## config.mk

```make
export PLATFORM = sky130hd
export DESIGN_NAME = imem_boot_loader
export DESIGN_NICKNAME = d
export VERILOG_FILES = /design/src/rtl/imem_boot_loader.sv
export SDC_FILE = /design/constraint.sdc
export NUM_CORES = 1
export LEC_CHECK = 0
export BUFFER_PORTS_ARGS = -buffer_cell sky130_fd_sc_hd__buf_2
export CAP_MARGIN = 20
export CELL_PAD_IN_SITES_DETAIL_PLACEMENT = 1
export CELL_PAD_IN_SITES_GLOBAL_PLACEMENT = 1
export CORE_MARGIN = 2
export CORE_UTILIZATION = 35
export CTS_CLUSTER_SIZE = 25
export DETAILED_ROUTE_END_ITERATION = 12
export PLACE_DENSITY_LB_ADDON = 0.1
export SYNTH_ARGS = -nofsm -noshare
export SYNTH_HDL_FRONTEND = slang
export SYNTH_SLANG_ARGS = --single-unit
```

## constraint.sdc

```tcl
create_clock -name clk -period 2.2 [get_ports clk]
set_clock_uncertainty 0.15 [all_clocks]
set_input_delay 0.11 -clock clk [delete_from_list [all_inputs] [get_ports clk]]
set_output_delay 0.11 -clock clk [all_outputs]
set_load 0.05 [all_outputs]
```

## src/rtl/imem_boot_loader.sv

```systemverilog
// Boot loader: turns a little-endian byte stream (32-bit word count + image) into
// instruction-memory writes, then releases the CPU once the last word is written.
module imem_boot_loader #(
    parameter int ADDR_W = 8
) (
    input  logic              clk,
    input  logic              start,
    input  logic              rx_valid,
    input  logic [7:0]        rx_data,
    output logic              rx_ready,
    output logic              imem_we,
    output logic [ADDR_W-1:0] imem_addr,
    output logic [31:0]       imem_wdata,
    output logic              cpu_start,
    output logic              busy,
    output logic              load_err,
    output logic [ADDR_W:0]   words_loaded
);

    localparam logic [1:0] S_HDR  = 2'd0;
    localparam logic [1:0] S_LOAD = 2'd1;
    localparam logic [1:0] S_DONE = 2'd2;
    localparam logic [1:0] S_ERR  = 2'd3;

    localparam logic [32:0] MAX_WORDS = 33'(1) << ADDR_W;

    logic [1:0]      state;
    logic [1:0]      state_nx;
    logic [1:0]      byte_cnt;
    logic [23:0]     asm_q;     // bytes 0..2 of the header or of the current word
    logic [ADDR_W:0] n_words;

    logic        accept;
    logic        last_byte;
    logic [31:0] full_word;
    logic        stream_on;

    assign accept    = rx_valid && rx_ready;
    assign last_byte = (byte_cnt == 2'd3);
    assign full_word = {rx_data, asm_q};
    assign stream_on = (state_nx == S_HDR) || (state_nx == S_LOAD);

    // NOTE: state_nx gets its default before any branch so no path leaves it unassigned (no latch).
    always_comb begin
        state_nx = state;
        if (accept && last_byte) begin
            case (state)
                S_HDR: begin
                    if (full_word == 32'd0)
                        state_nx = S_DONE;
                    else if ({1'b0, full_word} > MAX_WORDS)
                        state_nx = S_ERR;
                    else
                        state_nx = S_LOAD;
                end
                S_LOAD: begin
                    if (words_loaded + 1'b1 == n_words)
                        state_nx = S_DONE;
                end
                default: state_nx = state;
            endcase
        end
    end

    // NOTE: all state uses non-blocking assignments so every register samples pre-edge values.
    always_ff @(posedge clk or negedge start) begin
        if (!start) begin
            state        <= S_HDR;
            byte_cnt     <= 2'd0;
            asm_q        <= 24'd0;
            n_words      <= '0;
            rx_ready     <= 1'b0;
            busy         <= 1'b0;
            imem_we      <= 1'b0;
            imem_addr    <= '0;
            imem_wdata   <= 32'd0;
            cpu_start    <= 1'b0;
            load_err     <= 1'b0;
            words_loaded <= '0;
        end else begin
            state     <= state_nx;
            rx_ready  <= stream_on;
            busy      <= stream_on;
            imem_we   <= 1'b0;
            // DONE is entered on the final write edge, so this lands one edge later.
            cpu_start <= cpu_start | (state == S_DONE);
            load_err  <= load_err | (state_nx == S_ERR);

            if (accept) begin
                byte_cnt <= byte_cnt + 2'd1;
                case (byte_cnt)
                    2'd0:    asm_q[7:0]   <= rx_data;
                    2'd1:    asm_q[15:8]  <= rx_data;
                    2'd2:    asm_q[23:16] <= rx_data;
                    default: asm_q        <= asm_q;
                endcase
                if (last_byte) begin
                    if (state == S_HDR) begin
                        n_words <= full_word[ADDR_W:0];
                    end else if (state == S_LOAD) begin
                        imem_we      <= 1'b1;
                        imem_addr    <= words_loaded[ADDR_W-1:0];
                        imem_wdata   <= full_word;
                        words_loaded <= words_loaded + 1'b1;
                    end
                end
            end
        end
    end

endmodule
```

After elaboration in Yosys (flattened, before gate mapping)
Index checks and enable logic that the tools add are counted.
{"block": "word_totals", "ff_bits": 90, "in_bits": 11, "output_inout_bits": 54}
{"block": "op_classes", "n_addsub": 2, "n_lt_le_gt_ge": 1, "n_eq_ne": 8, "n_mux": 9, "bitwise": 3, "reduce_logical": 12}
{"cell": "greater-than comparator 32 x 9 -> 1 bit, second input constant", "n": 1}
{"cell": "logical NOT 32 bit", "n": 1}
{"cell": "adder 9 x 1 -> 9 bit, second input constant", "n": 1}
{"cell": "== test 9 bit", "n": 1}
{"cell": "== test 2 bit, second input constant", "n": 4}
{"cell": "two-way mux 2 bit", "n": 4}
{"cell": "== test 2 x 1 -> 1 bit, second input constant", "n": 3}
{"cell": "logical NOT 2 bit", "n": 3}
{"cell": "AND reduction 2 bit", "n": 3}
{"cell": "two-way mux 1 bit", "n": 4}
{"cell": "one-hot mux 2 bit (2 select lines)", "n": 1}
{"cell": "AND reduction 4 bit", "n": 1}
{"cell": "AND reduction 3 bit", "n": 1}
{"cell": "adder 2 x 1 -> 2 bit, second input constant", "n": 1}
{"cell": "logical AND 1 bit", "n": 2}
{"cell": "bitwise OR 1 bit", "n": 2}
{"cell": "logical OR 1 bit", "n": 1}
{"cell": "NOT 1 bit", "n": 1}

Longest topological paths before layout
Gate-level depths: netlist of the first run.
{"block": "logic_depth", "depth_word": 7, "mapped_depth": 7, "ltp_nobuf": 7}

Least setup slack after synthesis of the first run
OpenSTA, ideal clock, no wires.
{"block": "synth_timing", "path_type": "register -> register", "startpoint": "register words_loaded[0]", "endpoint": "register state[1]", "arrival_ns": 2.161, "required_time_ns": 1.926, "slack_ns": -0.235, "path_stages_with_launch": 7, "path_buffers": 0, "path_cell_list": "dfrtp_1 > ha_1 > nand3_1 > or3_1 > a41oi_1 > o21ai_0 > a211o_1"}
{"block": "synth_via", "elab_chain_len": 5}
{"item": "start: declaration", "line": "17", "source": "output logic [ADDR_W:0] words_loaded"}
{"item": "start signal: assignment", "line": "104", "source": "words_loaded <= words_loaded + 1'b1;"}
{"item": "adder 9 x 1 -> 9 bit", "line": "57", "source": "if (words_loaded + 1'b1 == n_words)"}
{"item": "== test 9 bit", "line": "57"}
{"item": "two-way mux 2 bit", "line": "57"}
{"item": "one-hot mux 2 bit (2 select lines)", "line": "47", "source": "case (state)"}
{"item": "two-way mux 2 bit", "line": "46", "source": "if (accept && last_byte) begin"}
{"item": "named net state_nx[1]", "line": "28", "source": "logic [1:0] state_nx;"}
{"item": "end signal: assignment", "line": "81", "source": "state <= state_nx;"}
{"item": "end: declaration", "line": "27", "source": "logic [1:0] state;"}
The timed path passes the listed nets, and every way through them passes these cells.
A chain may end at the register's enable or synchronous reset.

Worst setup path in the final report of the first run
{"block": "layout_timing", "startpoint": "register byte_cnt[1]", "endpoint": "register state[0]"}
{"block": "layout_via", "elab_chain_len": 3}
{"item": "start: declaration", "line": "29", "source": "logic [1:0] byte_cnt;"}
{"item": "start signal: assignment", "line": "90", "source": "byte_cnt <= byte_cnt + 2'd1;"}
{"item": "== test 2 bit", "line": "39", "source": "assign last_byte = (byte_cnt == 2'd3);"}
{"item": "logical AND 1 bit", "line": "46"}
{"item": "two-way mux 2 bit", "line": "46"}
{"item": "named net state_nx[0]", "line": "28"}
The timed path passes the listed nets, and every way through them passes these cells.

==> results of run 1 <==
[registers in the layout, summed over array words and instances, names as in the netlist]
name and count:
load_err 1, n_words 9, byte_cnt 2, words_loaded 9
imem_addr 8, imem_we 1, imem_wdata 32, asm_q 24
cpu_start 1, state 2, busy 1
[synth_stat cells]
library cell / count / area share (%)
o211ai_1: 1 / 0.20
xor2_1: 7 / 1.6
a31o_1: 1 / 0.23
a2111oi_4: 1 / 0.72
xnor2_1: 10 / 2.3
a21oi_1: 1 / 0.13
nand4_1: 2 / 0.33
or3_1: 2 / 0.33
a211o_1: 2 / 0.46
a211oi_1: 1 / 0.20
nor2_1: 5 / 0.49
and3_1: 1 / 0.16
nand3_2: 1 / 0.26
or4b_1: 1 / 0.26
ha_1: 5 / 1.6
a22oi_1: 1 / 0.20
mux2_2: 34 / 10
mux2i_1: 1 / 0.26
nor2b_1: 1 / 0.16
o21a_1: 2 / 0.39
inv_2: 1 / 0.098
nand2_1: 128 / 13
o21ai_0: 5 / 0.66
buf_4: 2 / 0.39
nor4_1: 7 / 1.1
dfrtp_1: 90 / 59
a21o_1: 1 / 0.20
nand3_1: 9 / 1.2
nand4bb_1: 1 / 0.30
a41oi_1: 1 / 0.23
nor3_1: 4 / 0.52
clkbuf_1: 13 / 1.3
buf_2: 1 / 0.13
inv_1: 4 / 0.39
or4_1: 2 / 0.39
nor3_2: 2 / 0.52
nand3b_1: 2 / 0.39
o31ai_1: 1 / 0.20
[cells by family after synthesis]
family / Yosys count / share of synthesized area [%]
and+or+nand+nor: 168 / 19.0
DFF: 90 / 59.0
muxes: 35 / 10.3
buffers and inverters: 21 / 2.29
AOI/OAI and AO/OA: 18 / 3.80
xor gates and xnor gates: 17 / 3.90
adders and majority gates: 5 / 1.64
[area by class of cell]
class / count / area share, %
Tap cell: 140 / 3.72
Multi-Input combinational cell: 243 / 31.4
Clock inverter: 5 / 1.28
Sequential cell: 90 / 48.0
Timing Repair Buffer: 91 / 12.0
Inverter: 5 / 0.399
Clock buffer: 11 / 3.22
[power by group through the flow]
stage          Combinational, mW  Clock (mW)  Sequential [mW]
2_1_floorplan               1.03           0             3.84
3_3_place_gp                2.91           0             2.73
3_5_place_dp                2.96           0             2.76
4_1_cts                     2.98        1.25             2.73
5_1_grt                     3.20        1.32             2.81
6_report                    2.96        1.22             2.72
[repair_timing]
action,4_1_cts,5_1_grt
hold buffers,10,0
endpoints found under the hold margin,78,0
setup buffers,0,1
setup endpoints to repair,0,4
gates resized for setup,0,1
[critical path, stage by stage, from the launching register on]
cell,delay [ns]
dfrtp_1,0.40
ha_1,0.16
nand3_1,0.09
or3_2,0.47
inv_2,0.09
nand3_1,0.11
a2111oi_4,0.34
a22oi_1,0.11
[per-layer routing]
metal / vias up / GRT usage [%]
met4: 0 / 4.95
li1: 1343 / -
met2: 45 / 27.9
met5: - / 0
met3: 6 / 4.22
met1: 1414 / 24.0
[stage by stage]
step	std cells	utilization (%)	hold slack [ns]	instance area [sq um]
after global placement	558	40.8	0.0216	4390
after floorplan	354	-	-0.336	3830
after global routing	585	43.8	0.204	4710
after CTS	584	43.7	0.178	4700
final	585	43.8	0.156	4710
after detailed placement	558	40.8	0.0266	4390
[worst paths after layout]
check / start / slack, ns / endpoint
worst max-delay path: byte_cnt[1] / 0.17 / state[0]
worst min-delay path: start / 0.16 / imem_wdata[13]
worst max register to register: byte_cnt[1] / 0.17 / state[0]
worst min register to register: cpu_start / 0.33 / cpu_start
max in group asynchronous: start / 1.04 / words_loaded[0]
min in group clk: cpu_start / 0.33 / cpu_start
==> flow_summary_export.csv, run 1 <==
group,metric,value,unit
critical_path,critPathKind,"reg2reg",
clock_tree,root_buffer,"clkbuf_8",
placement,place_hpwl,6740,microns
detailed_routing,antenna_left,0,
detailed_routing,via_per_inst,4.80,
clock_tree,h-tree-depth,3,
critical_path,start_kind,"flop",
detailed_routing,vias,2808,
cells_and_area,final_common_cell,"nand2_1",
critical_path,worst-path-max-fanout,4,
clock_tree,clock_path_buffers,2,
floorplanning,rows,38,
yosys,yosysSeqAreaShare,59.0,%
power,p_comb_share,42.9,%
global_route,grt_pass1_vias,2890,
power,p_switching,3.16,mW
status,status,"finished clean",
yosys,synth.net_count,370,
cells_and_area,layout_common_cells,"nand2_1, dfrtp_1, buf_2",
power,powerDensity,1470,mW/mm^2
floorplanning,die_h,108,microns
power,p_total,6.90,mW
detailed_routing,firstDrtPassIters,4,
detailed_routing,routed.top_layer,"met4",
sta,rsz0062_at_grt,"false",
yosys,ys_seq_elements,90,
cells_and_area,multi_input_area,0.00148,sq mm
power,share_seq_of_total_power,39.4,%
yosys,ys_warn_count,0,
floorplanning,die-area,0.0118,sq mm
global_route,grt_max_degree,48,
sta,period_share,92.4,%
critical_path,reg2reg_depth,7,
global_route,grt_antenna_before_repair,0,
detailed_routing,drt_iter0_drc,110,
power,leakagePower,2.39,nW
power,ir_drop,0.604,mV
yosys,postSynthCellCount,354,
placement,place_congestion,0.770,
detailed_routing,wl_met2,4430,microns
sta,slew_violations,0,
job,drv_cap,0,
power,clkPwrFrac,17.7,%
clock_tree,cts_tree,"built",
detailed_routing,drt-met1-wl,4730,microns
placement,pre_cts_ws,0.0898,ns
placement,port_buffers,64,
floorplanning,start_util,35.5,%
floorplanning,die_x,108,microns
cells_and_area,syn_to_final_growth,23.4,%
yosys,syn-cell-area,0.00382,sq mm
sta,fin_setup_tns,0,ns
sta,setup_viol,0,
sta,max_freq,492,MHz
clock_tree,clk_pin_slew,0.09,ns
detailed_routing,wirelength,9600,microns
cells_and_area,nets,456,
clock_tree,clock_latency,0.37,ns
clock_tree,clkSinkCount,90,
floorplanning,io_pins,65,
cells_and_area,diodes,0,
global_route,overflow,0,
clock_tree,numCtsBuffers,9,
cells_and_area,drive_gt1_share,32.4,%
cells_and_area,seq_area,0.00226,sq mm
global_route,grt.total_usage,17.6,%
critical_path,cp.required,2.28,ns
sta,worstMarginPinSlew,0.624,ns
cells_and_area,fillers,1235,
sta,worst_slack,0.166,ns
power,p_sw_share,45.8,%
detailed_routing,drcViolationCount,0,
detailed_routing,met3_length,353,microns
sta,hold_viol,0,
detailed_routing,wl_per_cell,16.4,microns
power,p_int,3.74,mW
yosys,synth_cell_types,38,
worst_hold_path,worstHoldPathType,"in2async",
floorplanning,coreArea,0.0107,sq mm
sta,slew_headroom,58.4,%
critical_path,end_kind,"flop",
yosys,synth.avg_cell_area,10.8,sq um
critical_path,arrival,2.12,ns
sta,fin_crit,2.03,ns
global_route,grt_pass1_wl,15500,microns
Power figures use the tool's default switching activity.
==> run 2, diff against run 1 <==
==> constraint.sdc (replaced) <==
create_clock -name clk -period 2.1 [get_ports clk]
set_clock_uncertainty 0.15 [all_clocks]
set_input_delay 0.105 -clock clk [delete_from_list [all_inputs] [get_ports clk]]
set_output_delay 0.105 -clock clk [all_outputs]
set_load 0.05 [all_outputs]
==> flow_summary_export.csv, run 2 (synthesis gave the netlist of run 1 again) <==
group,metric,value,unit
cells_and_area,largest_register,"imem_wdata",
floorplanning,start_util,35.5,%
floorplanning,coreArea,0.0107,sq mm
detailed_routing,antenna_left,0,
sta,hold_slack,0.137,ns
cells_and_area,syn_to_final_growth,26.7,%
critical_path,worstReg2RegEnd,"state[1]",
sta,hold_viol,0,
cells_and_area,finalCoreUtilization,45.0,%
detailed_routing,wirelength,9830,microns
floorplanning,die_h,108,microns
critical_path,arrival,2.10,ns
cells_and_area,drive_gt1_share,33.7,%
cells_and_area,fillers,1235,
global_route,overflow,0,
detailed_routing,drt-met1-wl,4890,microns
floorplanning,rows,38,
status,status,"finished clean",
sta,max_freq,501,MHz
cells_and_area,largest_reg_flops,32,
global_route,grt_max_degree,47,
floorplanning,die-area,0.0118,sq mm
clock_tree,h-tree-depth,3,
cells_and_area,top_regs,"imem_wdata: 32 flops, asm_q: 24 flops",
sta,setup_viol,0,
detailed_routing,met3_length,292,microns
cells_and_area,nets,465,
critical_path,worst-path-max-fanout,2,
placement,dpl_cell_area,0.00448,sq mm
clock_tree,clock_latency,0.36,ns
detailed_routing,firstDrtPassIters,4,
cells_and_area,layout_common_cells,"nand2_1, dfrtp_1, buf_2",
clock_tree,numCtsBuffers,9,
clock_tree,clkSinkCount,90,
global_route,grt.total_usage,17.6,%
global_route,grt_pass1_wl,15800,microns
detailed_routing,drcViolationCount,0,
sta,slew_violations,0,
sta,period_share,95.0,%
power,powerDensity,1530,mW/mm^2
critical_path,start_kind,"flop",
sta,slew_headroom,61.3,%
critical_path,reg2reg_from,"asm_q[5]",
worst_hold_path,worstHoldPathType,"in2async",
global_route,grt_antenna_before_repair,0,
floorplanning,die_x,108,microns
critical_path,end_kind,"flop",
clock_tree,root_buffer,"clkbuf_8",
detailed_routing,via_per_inst,4.88,
critical_path,reg2reg_depth,5,
detailed_routing,wl_met2,4550,microns
cells_and_area,final_common_cell,"nand2_1",
power,leakagePower,2.47,nW
clock_tree,cts_tree,"built",
critical_path,cp.required,2.20,ns
power,p_total,7.40,mW
placement,port_buffers,64,
sta,fin_crit,2.00,ns
global_route,grt_pass1_vias,3008,
placement,place_congestion,0.754,
sta,worstMarginPinSlew,0.580,ns
floorplanning,io_pins,65,
clock_tree,clk_pin_slew,0.09,ns
critical_path,critPathKind,"reg2reg",
power,ir_drop,0.643,mV
cells_and_area,diodes,0,
sta,rsz0062_at_grt,"false",
cells_and_area,finish.instance_area,0.00484,sq mm
job,drv_cap,0,
detailed_routing,wl_per_cell,16.5,microns
clock_tree,clock_path_buffers,2,
detailed_routing,drt_iter0_drc,80,
detailed_routing,vias,2899,
detailed_routing,routed.top_layer,"met4",
critical_path,rrSetupSlack,0.10,ns
placement,place_hpwl,6580,microns
==> run 2: cell types whose count changed in the layout (fill, tap and decap cells not counted), moves of 2 or more <==
cell | previous run | this run
clkinv_4 | 0 | 2
inv_6 | 2 | 0
clkbuf_1 | 0 | 2
buf_4 | 17 | 24
==> run 2: what timing repair did <==
item | CTS | global route
hold buffers | 10 | 0
gates resized for setup | 0 | 5
pin swaps | 0 | 1
setup endpoints to repair | 1 | 4
setup buffers | 1 | 0
cloned | 0 | 1
hold endpoints to repair | 74 | 0
==> run 2: cell type report <==
cell class                      instances  area [sq um]  area share, %
Timing Repair Buffer                  100           661           13.7
Clock inverter                          3          47.5          0.983
Multi-Input combinational cell        243          1520           31.3
Clock buffer                           13           159           3.29
Inverter                                5          18.8          0.388
Sequential cell                        90          2260           46.7
Tap cell                              140           175           3.62
==> run 2: stage by stage <==
step | TNS, ns | instances | worst slack [ns]
after floorplan | -0.216 | 354 | -0.0871
after detailed placement | -0.0140 | 566 | -0.0140
final | 0 | 594 | 0.105
after global placement | 0 | 566 | 0.119
after CTS | 0 | 593 | 0.0140
after global routing | 0 | 594 | 0.00737
==> run 2: where the power goes <==
group	switching [mW]	leakage [nW]	total (mW)	internal [mW]
clock	0.627	0.104	1.25	0.622
combinational	2.28	1.25	3.35	1.07
sequential	0.442	1.12	2.81	2.37
total	3.35	2.47	7.40	4.06
==> run 2: how the worst max path moves through the flow <==
| stage | from | to | slack [ns] | cells after the start |
|---|---|---|---|---|
| 2_1_floorplan | words_loaded[0] | state[1] | -0.09 | 6 |
| 6_report | asm_q[5] | state[1] | 0.10 | 5 |
| 5_1_grt | rx_data[5] | state[1] | 0.007 | 7 |
| 3_5_place_dp | byte_cnt[1] | busy | -0.01 | 7 |
| 3_3_place_gp | byte_cnt[1] | busy | 0.12 | 7 |
| 4_1_cts | words_loaded[1] | state[1] | 0.01 | 6 |
==> run 2: worst max-delay path: stages, from the launching register on <==
cell,delay [ns]
dfrtp_1,0.40
or4_4,0.55
o21a_1,0.21
nor4_1,0.18
nor3_1,0.10
a211o_1,0.28
==> run 2: routing by layer <==
metal | GRT usage [%] | up-vias
met2 | 26.8 | 45
li1 | - | 1362
met4 | 6.41 | 0
met3 | 3.25 | 9
met5 | 0 | -
met1 | 25.1 | 1483
